**src/rtl/tm_infer_seq.sv**
```systemverilog
// Tsetlin-machine inference sequencer: packet steering, adder kick-off,
// sequential signed argmax and AXI-Stream result output.
module tm_infer_seq #(
  parameter int PACKETS_NUM            = 13,
  parameter int CLASS_NUM              = 10,
  parameter int WEIGHT_LENGTH          = 16,
  parameter int C_M00_AXIS_TDATA_WIDTH = 32
) (
  input  logic                              clk,
  input  logic                              rst,
  input  logic                              s_axis_tvalid,
  output logic                              s_axis_tready,
  input  logic                              s_axis_tlast,
  output logic [PACKETS_NUM-1:0]            pkt_valid,
  output logic                              adder_start,
  input  logic                              adder_done,
  input  logic [CLASS_NUM*WEIGHT_LENGTH-1:0] class_sums,
  output logic                              m_axis_tvalid,
  input  logic                              m_axis_tready,
  output logic [C_M00_AXIS_TDATA_WIDTH-1:0] m_axis_tdata,
  output logic                              m_axis_tlast,
  output logic                              busy
);

  localparam int CNT_W = (PACKETS_NUM > 1) ? $clog2(PACKETS_NUM) : 1;
  localparam int IDX_W = $clog2(CLASS_NUM);
  localparam int SUM_W = CLASS_NUM * WEIGHT_LENGTH;

  localparam logic [1:0] S_LOAD   = 2'd0;
  localparam logic [1:0] S_ADD    = 2'd1;
  localparam logic [1:0] S_ARGMAX = 2'd2;
  localparam logic [1:0] S_OUT    = 2'd3;

  logic [1:0]       state_q, state_d;
  logic [CNT_W-1:0] pkt_cnt_q, pkt_cnt_d;
  logic             last_q, last_d;
  logic             first_q, first_d;
  logic [SUM_W-1:0] sums_q, sums_d;
  logic [IDX_W-1:0] best_idx_q, best_idx_d;
  logic [IDX_W-1:0] scan_q, scan_d;

  logic signed [WEIGHT_LENGTH-1:0] best_val_q, best_val_d;
  logic signed [WEIGHT_LENGTH-1:0] sum_arr [CLASS_NUM];
  logic signed [WEIGHT_LENGTH-1:0] cur_sum;

  logic s_hs;
  logic m_hs;
  logic cnt_end;
  logic scan_end;

  for (genvar k = 0; k < CLASS_NUM; k++) begin : g_unpack
    assign sum_arr[k] = sums_q[k*WEIGHT_LENGTH +: WEIGHT_LENGTH];
  end

  assign cur_sum  = sum_arr[scan_q];
  assign cnt_end  = (pkt_cnt_q == CNT_W'(PACKETS_NUM - 1));
  assign scan_end = (scan_q == IDX_W'(CLASS_NUM - 1));

  // Every output is forced quiet while rst is held, whatever the state.
  assign s_axis_tready = !rst && (state_q == S_LOAD);
  assign s_hs          = s_axis_tvalid && s_axis_tready;
  assign adder_start   = !rst && (state_q == S_ADD) && first_q;
  assign m_axis_tvalid = !rst && (state_q == S_OUT);
  assign m_hs          = m_axis_tvalid && m_axis_tready;
  assign m_axis_tlast  = m_axis_tvalid && last_q;
  assign busy          = !rst && (state_q != S_LOAD);

  assign m_axis_tdata = m_axis_tvalid
                      ? C_M00_AXIS_TDATA_WIDTH'(best_idx_q)
                      : '0;

  always_comb begin
    pkt_valid = '0;
    for (int i = 0; i < PACKETS_NUM; i++) begin
      pkt_valid[i] = s_hs && (pkt_cnt_q == CNT_W'(i));
    end
  end

  always_comb begin
    state_d    = state_q;
    pkt_cnt_d  = pkt_cnt_q;
    last_d     = last_q;
    first_d    = first_q;
    sums_d     = sums_q;
    best_idx_d = best_idx_q;
    best_val_d = best_val_q;
    scan_d     = scan_q;

    unique case (state_q)
      S_LOAD: begin
        if (s_hs) begin
          if (s_axis_tlast) last_d = 1'b1;
          if (cnt_end) begin
            pkt_cnt_d = '0;
            first_d   = 1'b1;
            state_d   = S_ADD;
          end else begin
            pkt_cnt_d = pkt_cnt_q + CNT_W'(1);
          end
        end
      end
      S_ADD: begin
        first_d = 1'b0;
        if (adder_done) begin
          sums_d     = class_sums;
          best_idx_d = '0;
          best_val_d = class_sums[WEIGHT_LENGTH-1:0];
          scan_d     = IDX_W'(1);
          state_d    = S_ARGMAX;
        end
      end
      S_ARGMAX: begin
        // Strict compare keeps the lowest index on ties.
        if (cur_sum > best_val_q) begin
          best_val_d = cur_sum;
          best_idx_d = scan_q;
        end
        scan_d = scan_q + IDX_W'(1);
        if (scan_end) state_d = S_OUT;
      end
      S_OUT: begin
        if (m_hs) begin
          last_d  = 1'b0;
          state_d = S_LOAD;
        end
      end
      default: state_d = S_LOAD;
    endcase
  end

  always_ff @(posedge clk) begin
    if (rst) begin
      state_q    <= S_LOAD;
      pkt_cnt_q  <= '0;
      last_q     <= 1'b0;
      first_q    <= 1'b0;
      sums_q     <= '0;
      best_idx_q <= '0;
      best_val_q <= '0;
      scan_q     <= '0;
    end else begin
      state_q    <= state_d;
      pkt_cnt_q  <= pkt_cnt_d;
      last_q     <= last_d;
      first_q    <= first_d;
      sums_q     <= sums_d;
      best_idx_q <= best_idx_d;
      best_val_q <= best_val_d;
      scan_q     <= scan_d;
    end
  end

endmodule

```
**config.mk**
```make
export PLATFORM = sky130hd
export DESIGN_NAME = tm_infer_seq
export DESIGN_NICKNAME = d
export VERILOG_FILES = /design/src/rtl/tm_infer_seq.sv
export SDC_FILE = /design/constraint.sdc
export NUM_CORES = 1
export LEC_CHECK = 0
export ABC_CLOCK_PERIOD_IN_PS = 6360
export BUFFER_PORTS_ARGS = -buffer_cell sky130_fd_sc_hd__clkbuf_2
export CORE_UTILIZATION = 34
export CTS_CLUSTER_SIZE = 30
export DETAILED_ROUTE_END_ITERATION = 10
export PLACE_DENSITY = 0.56
export SYNTH_ARGS = -nofsm -noshare
export SYNTH_HDL_FRONTEND = slang
export SYNTH_SLANG_ARGS = --single-unit
```
**constraint.sdc**
```tcl
create_clock -name clk -period 6.36 [get_ports clk]
set_input_delay 1.272 -clock clk [delete_from_list [all_inputs] [get_ports clk]]
set_output_delay 1.272 -clock clk [all_outputs]
set_load 0.02 [all_outputs]
```
==> qor.csv, run 1 <==
stage;metric;value;unit
place;post-place-ws;1.75;ns
clock_tree;clock_latency;0.44;ns
route;viasPerCell;4.97;
clock_tree;cts_buffers;17;
grt;grt_pass1_wl;40200;um
synth;async_flop_share;0;
clock_tree;cts.sinks;192;
synth;ys_top_cells_by_area;dfxtp_1 41%, nand2_1 13%, a21oi_1 9.2%;
grt;antenna_found_initial;0;
place;io_buffers;187;
setup_path;cp_data_required_time;6.70;ns
timing;setup_slack;1.79;ns
clock_tree;cts_resized;0;
grt;grt_use_total;0.186;
timing;fin_crit_sh;0.718;
clock_tree;cts_hold_repair.buffers;0;
place;dp.cells;1544;
synth;ys_seq_elements;192;
setup_path;worstPathArrival;4.91;ns
power;seqPwrFrac;0.510;
setup_path;path_class;reg2reg;
route;route.detailed.drc;0;
clock_tree;htreeDepth;4;
die;die_width;167;um
run_status;status;finished, final reports clean;
clock_tree;postCtsSetupBuffers;0;
clock_tree;cts_tree;built;
route;drtAntennaViolNets;0;
setup_path;cp_top_family;simple AND/OR/NAND/NOR gates;
timing;tns;0;ns
timing;finClkSkew;0.00722;ns
die;die-area;28000;sq um
cells_and_area;drive_gt1_frac;0.228;
route;first_pass_iters;5;
synth;yosys.area.top_type_share;0.413;
run;cap_violations;0;
clock_tree;clk_path_buf_depth;2;
synth;ys_warn_count;0;
synth;synth_top_cell_by_area;dfxtp_1;
synth;seq_area_frac_synth;0.413;
clock_tree;root_buffer;clkbuf_16;
cells_and_area;insertedDiodeCount;0;
power;p_int;1.80;mW
timing;maxSlewViolCount;0;
timing;maxSlewHeadroom;0.337;
timing;hold_viol;0;
die;coreArea;26900;sq um
grt;grt_overflow_total;0;
grt;grt_pass1_vias;7345;
setup_path;critPathSlowestCell;dfxtp_4;
synth;synth_edf_count;0;
timing;period_needed;4.57;ns
place;postPlaceCellArea;10300;sq um
power;power;2.36;mW
route;first_iter_violations;612;
setup_path;critPathMaxStageDelay;0.98;ns
worst_hold_path;hp-class;reg2reg;
clock_tree;cts.clk_slew.worst_paths;0.07;ns
setup_path;endpoint_kind;flop;
timing;setup_viol_count_final;0;
synth;syn_area;9310;sq um
power;pwr-share-comb;0.048;
power;p_per_area;218;nW/um^2
route;wirelength;25900;um
setup_path;path_max_fanout;54;
synth;synth_ff_type;dfxtp_1;
die;die_y;167;um
cells_and_area;stdcell_area;10800;sq um
place;place.gp.congestion;0.811;
route;wl_per_cell;16.4;um
setup_path;worst-path-buf-inv;0;
power;p_switching;0.561;mW
route;vias;7829;
die;start_util;0.346;
die;fp-row-count;60;
place;hpwl;19000;um
synth;synth_cells;1094;
timing;clock.fmax;219;MHz
power;peakVddDrop;0.141;mV
cells_and_area;fin_nets;1414;
synth;synth_common_cells;333 x nand2_1, 192 x dfxtp_1, 172 x a21oi_1;
setup_path;cp-start-kind;flop;
die;num_io_pins;216;
timing;tightest_slew;0.994;ns
power;power_frac_clock;0.442;
grt;grt_max_degree;104;
synth;synth_cell_types;49;
power;power_leakage;3.93;nW
setup_path;crit_chain;mux4_2 > mux2_2 > o21a_1 > ha_1 > nand4_2 > nor4_1 > nor3_1 > or4b_1 > nand3_4 > o31ai_1;
power;swShare;0.238;
synth;synth_most_common_cell;nand2_1;
synth;synth.avg_cell_area;8.51;sq um
cells_and_area;areaGrowthSynthToFinish;16.3;%
setup_path;reg2reg_slack;1.79;ns
cells_and_area;stdcell_count;1576;
timing;rsz0062_at_grt;false;
## sequential cells by signal, indices dropped and copies added (netlist names)
name and cells:
first_q 1, pkt_cnt_q 4, state_q 2, sums_q 160, scan_q 4, best_idx_q 4
last_q 1, best_val_q 16
## layer usage
| metal | share of wire | global-route usage | up-vias |
|---|---|---|---|
| met1 | 0.46 | 0.253 | 3670 |
| met2 | 0.48 | 0.302 | 199 |
| met5 | 0 | 0 | - |
| met4 | 0.019 | 0.0598 | 0 |
| met3 | 0.043 | 0.0293 | 25 |
| li1 | - | - | 3935 |
## power groups by stage
stage | logic [mW] | registers [mW] | clock network [mW]
6_report | 0.112 | 1.20 | 1.04
5_1_grt | 0.124 | 1.20 | 1.12
4_1_cts | 0.113 | 1.20 | 1.06
3_5_place_dp | 0.113 | 1.23 | 0
3_3_place_gp | 0.113 | 1.23 | 0
2_1_floorplan | 0.0600 | 1.23 | 0
## cell usage in the layout (no fill, tap or decap), types with 4 or more instances in the layout
cell type / Yosys / layout
mux4_2: 32 / 32
dfxtp_1: 192 / 190
inv_6: 0 / 4
o21a_1: 16 / 16
ha_1: 26 / 26
mux2i_1: 33 / 33
buf_4: 30 / 7
and2_1: 19 / 18
a21oi_1: 172 / 172
clkbuf_16: 0 / 17
inv_1: 21 / 21
o31ai_1: 16 / 16
a311o_1: 15 / 15
nand4_1: 5 / 5
a22o_1: 4 / 4
nor2_1: 16 / 16
clkbuf_2: 0 / 186
nor3_1: 6 / 6
nand2_1: 333 / 332
conb_1: 1 / 28
nand2b_1: 5 / 5
o21ai_0: 20 / 20
mux2_2: 16 / 16
## kinds of logic after synthesis
family / after synthesis / synth area share
flip-flops: 192 / 0.413
AO/OA/AOI/OAI: 257 / 0.167
adder cells (fa/ha/maj): 26 / 0.0350
multiplexers: 81 / 0.132
buffers and inverters: 133 / 0.0714
XOR/XNOR: 2 / 0.00188
AND/OR/NAND/NOR: 402 / 0.179
other: 1 / 0.000403
## stage by stage
stage | hold WS [ns] | util
floorplan | 0.433 | -
global placement | 0.441 | 0.382
detailed placement | 0.443 | 0.382
CTS | 0.453 | 0.403
global route | 0.471 | 0.403
finish | 0.452 | 0.403
## final cells by class
type	count	area, sq um
Clock buffer	20	437
Clock inverter	12	126
Fill cell	2776	16100
Inverter	21	78.8
Multi-Input combinational cell	796	4910
Sequential cell	192	3850
Tap cell	341	427
Timing Repair Buffer	194	995
## worst min-delay path: cells and delay by family, from the launching register on
family	cells	cell delay (ns)
DFF	1	0.31
AOI/OAI and AO/OA	1	0.05
and+or+nand+nor	1	0.05
## worst paths after layout
path	from	end	cells past startpoint
setup / recovery	scan_q[0]	best_val_q[15]	10
hold / removal	sums_q[106]	sums_q[106]	2
hold reg to reg	sums_q[106]	sums_q[106]	2
setup reg to reg	scan_q[0]	best_val_q[15]	10
Note: power is estimated with default switching activity, not from simulation.
==> run 2: changes to the inputs <==
ABC_CLOCK_PERIOD_IN_PS = 4700   (was 6360)
clock period = 4.7 ns   (was 6.36 ns; I/O delays follow)
==> run 2 against run 1 <==
  * Critical path type unchanged
  * Core utilization grew 0.56 points
  * Largest cell class unchanged
  * Register-to-register slack lost 1.3 ns
  * Clock-buffer cell count shrank 2
  * Sequential share of layout area shrank 0.49 points
  * Non-clock buffer count grew 7
  * Flip-flop and latch count is the same
  * Largest power group unchanged
==> qor.csv, run 2 (synthesis results as in run 1) <==
stage;metric;value;unit;change
run_status;status;finished, final reports clean;;unchanged
setup_path;endpoint_kind;flop;;unchanged
power;swShare;0.234;;was 0.238
route;drtAntennaViolNets;0;;unchanged
timing;tightest_slew;1.10;ns;was 0.994 ns
power;seqPwrFrac;0.487;;was 0.510
grt;grt_pass1_wl;41100;um;was 40200 um
grt;grt_pass1_vias;7375;;was 7345
setup_path;crit_chain;buf_12 > mux4_2 > mux2_2 > o21a_1 > ha_1 > nand4_2 > nor4_1 > nor3_1 > or4b_1 > buf_4 > nand3_4 > o31ai_1;;was mux4_2 > mux2_2 > o21a_1 > ha_1 > nand4_2 > nor4_1 > nor3_1 > or4b_1 > nand3_4 > o31ai_1
worst_hold_path;hp-class;reg2reg;;unchanged
cells_and_area;final_common_cell;nand2_1;;unchanged
timing;fin_crit_sh;0.887;;was 0.718
timing;rsz0062_at_grt;false;;unchanged
power;pwr-share-comb;0.046;;was 0.048
die;num_io_pins;216;;unchanged
timing;setup_viol_count_final;0;;unchanged
power;p_switching;0.781;mW;was 0.561 mW
route;wl_per_cell;16.5;um;was 16.4 um
route;vias;7909;;was 7829
timing;tns;0;ns;unchanged
clock_tree;htreeDepth;4;;unchanged
timing;hold-worst-slack;0.454;ns;was 0.452 ns
run;cap_violations;0;;unchanged
die;coreArea;26900;sq um;unchanged
cells_and_area;regMostFlops;sums_q;;unchanged
cells_and_area;largestRegisters;sums_q x160, best_val_q x16;;unchanged
setup_path;cp_data_required_time;5.04;ns;was 6.70 ns
clock_tree;cts_resized;0;;unchanged
setup_path;path_class;reg2reg;;unchanged
timing;period_needed;4.17;ns;was 4.57 ns
cells_and_area;fin_nets;1421;;was 1414
die;start_util;0.346;;unchanged
grt;antenna_found_initial;0;;unchanged
route;route.detailed.drc;0;;unchanged
place;hpwl;19000;um;about the same
grt;grt_overflow_total;0;;unchanged
power;p_per_area;304;nW/um^2;was 218 nW/um^2
clock_tree;root_buffer;clkbuf_16;;unchanged
timing;finClkSkew;0.0109;ns;was 0.00722 ns
timing;maxSlewHeadroom;0.270;;was 0.337
power;power_frac_clock;0.467;;was 0.442
setup_path;path_max_fanout;18;;was 54
die;fp-row-count;60;;unchanged
cells_and_area;largest_register_ffs;160;;unchanged
setup_path;critPathSlowestCell;dfxtp_4;;unchanged
die;die-area;28000;sq um;unchanged
clock_tree;cts_tree;built;;unchanged
setup_path;critPathMaxStageDelay;0.58;ns;was 0.98 ns
timing;clock.fmax;240;MHz;was 219 MHz
cells_and_area;drive_gt1_frac;0.235;;was 0.228
route;wirelength;26100;um;was 25900 um
cells_and_area;final.fill_count;2765;;was 2776
grt;grt_max_degree;105;;was 104
power;p_int;2.56;mW;was 1.80 mW
route;first_pass_iters;5;;unchanged
timing;maxSlewViolCount;0;;unchanged
die;die_y;167;um;unchanged
setup_path;reg2reg_slack;0.53;ns;was 1.79 ns
setup_path;cp-start-kind;flop;;unchanged
cells_and_area;final_cell_mix;332 x nand2_1, 190 x dfxtp_1, 186 x clkbuf_2, 172 x a21oi_1, 33 x mux2i_1;;unchanged
place;io_buffers;187;;unchanged
cells_and_area;areaGrowthSynthToFinish;17.9;%;was 16.3%
clock_tree;cts_hold_repair.buffers;0;;unchanged
cells_and_area;insertedDiodeCount;0;;unchanged
place;place.gp.congestion;0.855;;was 0.811
clock_tree;cts_buffers;17;;unchanged
timing;hold_viol;0;;unchanged
clock_tree;clock_latency;0.44;ns;about the same
route;first_iter_violations;611;;was 612
die;die_width;167;um;unchanged
clock_tree;postCtsSetupBuffers;0;;unchanged
setup_path;worstPathArrival;4.51;ns;was 4.91 ns
clock_tree;cts.sinks;192;;unchanged
grt;grt_use_total;0.188;;was 0.186
power;power_leakage;4.01;nW;was 3.93 nW
route;viasPerCell;5.00;;was 4.97
power;peakVddDrop;0.173;mV;was 0.141 mV
clock_tree;cts.clk_slew.worst_paths;0.08;ns;was 0.07 ns
clock_tree;clk_path_buf_depth;2;;unchanged
run 2: cell count changes in the layout (fill, tap and decap cells not counted), sizes merged:
cell and change:
buf +7, bufinv +2, clkbuf -2, clkinv +3
clkinvlp -3
run 2: power by group through the flow:
stage	Clock, mW	Sequential, mW	Combinational (mW)
6_report	1.56	1.63	0.154
2_1_floorplan	0	1.67	0.0812
3_5_place_dp	0	1.67	0.154
5_1_grt	1.66	1.63	0.168
3_3_place_gp	0	1.67	0.155
4_1_cts	1.59	1.63	0.155
run 2: final timing paths:
kind	start	end	depth (start not counted)
max	scan_q[0]	best_val_q[3]	12
min	sums_q[141]	sums_q[141]	2
max reg2reg	scan_q[0]	best_val_q[3]	12
min reg2reg	sums_q[141]	sums_q[141]	2
run 2: metal layers:
layer  vias up  track usage  part of all wire
met2       216        0.302              0.47
met3        21       0.0286             0.044
li1       3948            -                 -
met5         -            0                 0
met1      3724        0.266              0.47
met4         0       0.0423             0.013
run 2: worst max-delay path: cells and delay by family (launching register included):
kind            cells  cell delay [ns]
flops               1             0.58
fa+ha+maj           1             0.39
simple gates        5             1.32
buf+inv             2             0.50
mux                 2             0.80
compound gates      2             0.48
run 2: cell type report:
type	instances	area [sq um]	area share
multi-input cells	796	4910	0.448
clock buffers	18	439	0.0400
well taps	341	427	0.0389
clock inverters	14	196	0.0179
inverters	21	78.8	0.00718
repair buffers	201	1070	0.0977
flip-flops and latches	192	3850	0.351
run 2: stage by stage:
stage / utilization / power, mW / worst slack, ns / instances / area [sq um]
finish: 0.408 / 3.34 / 0.529 / 1583 / 11000
detailed placement: 0.385 / 1.82 / 0.536 / 1551 / 10300
CTS: 0.408 / 3.37 / 0.537 / 1583 / 11000
global placement: 0.385 / 1.82 / 0.638 / 1551 / 10300
floorplan: - / 1.75 / 1.14 / 1121 / 9410
global route: 0.408 / 3.46 / 0.195 / 1583 / 11000
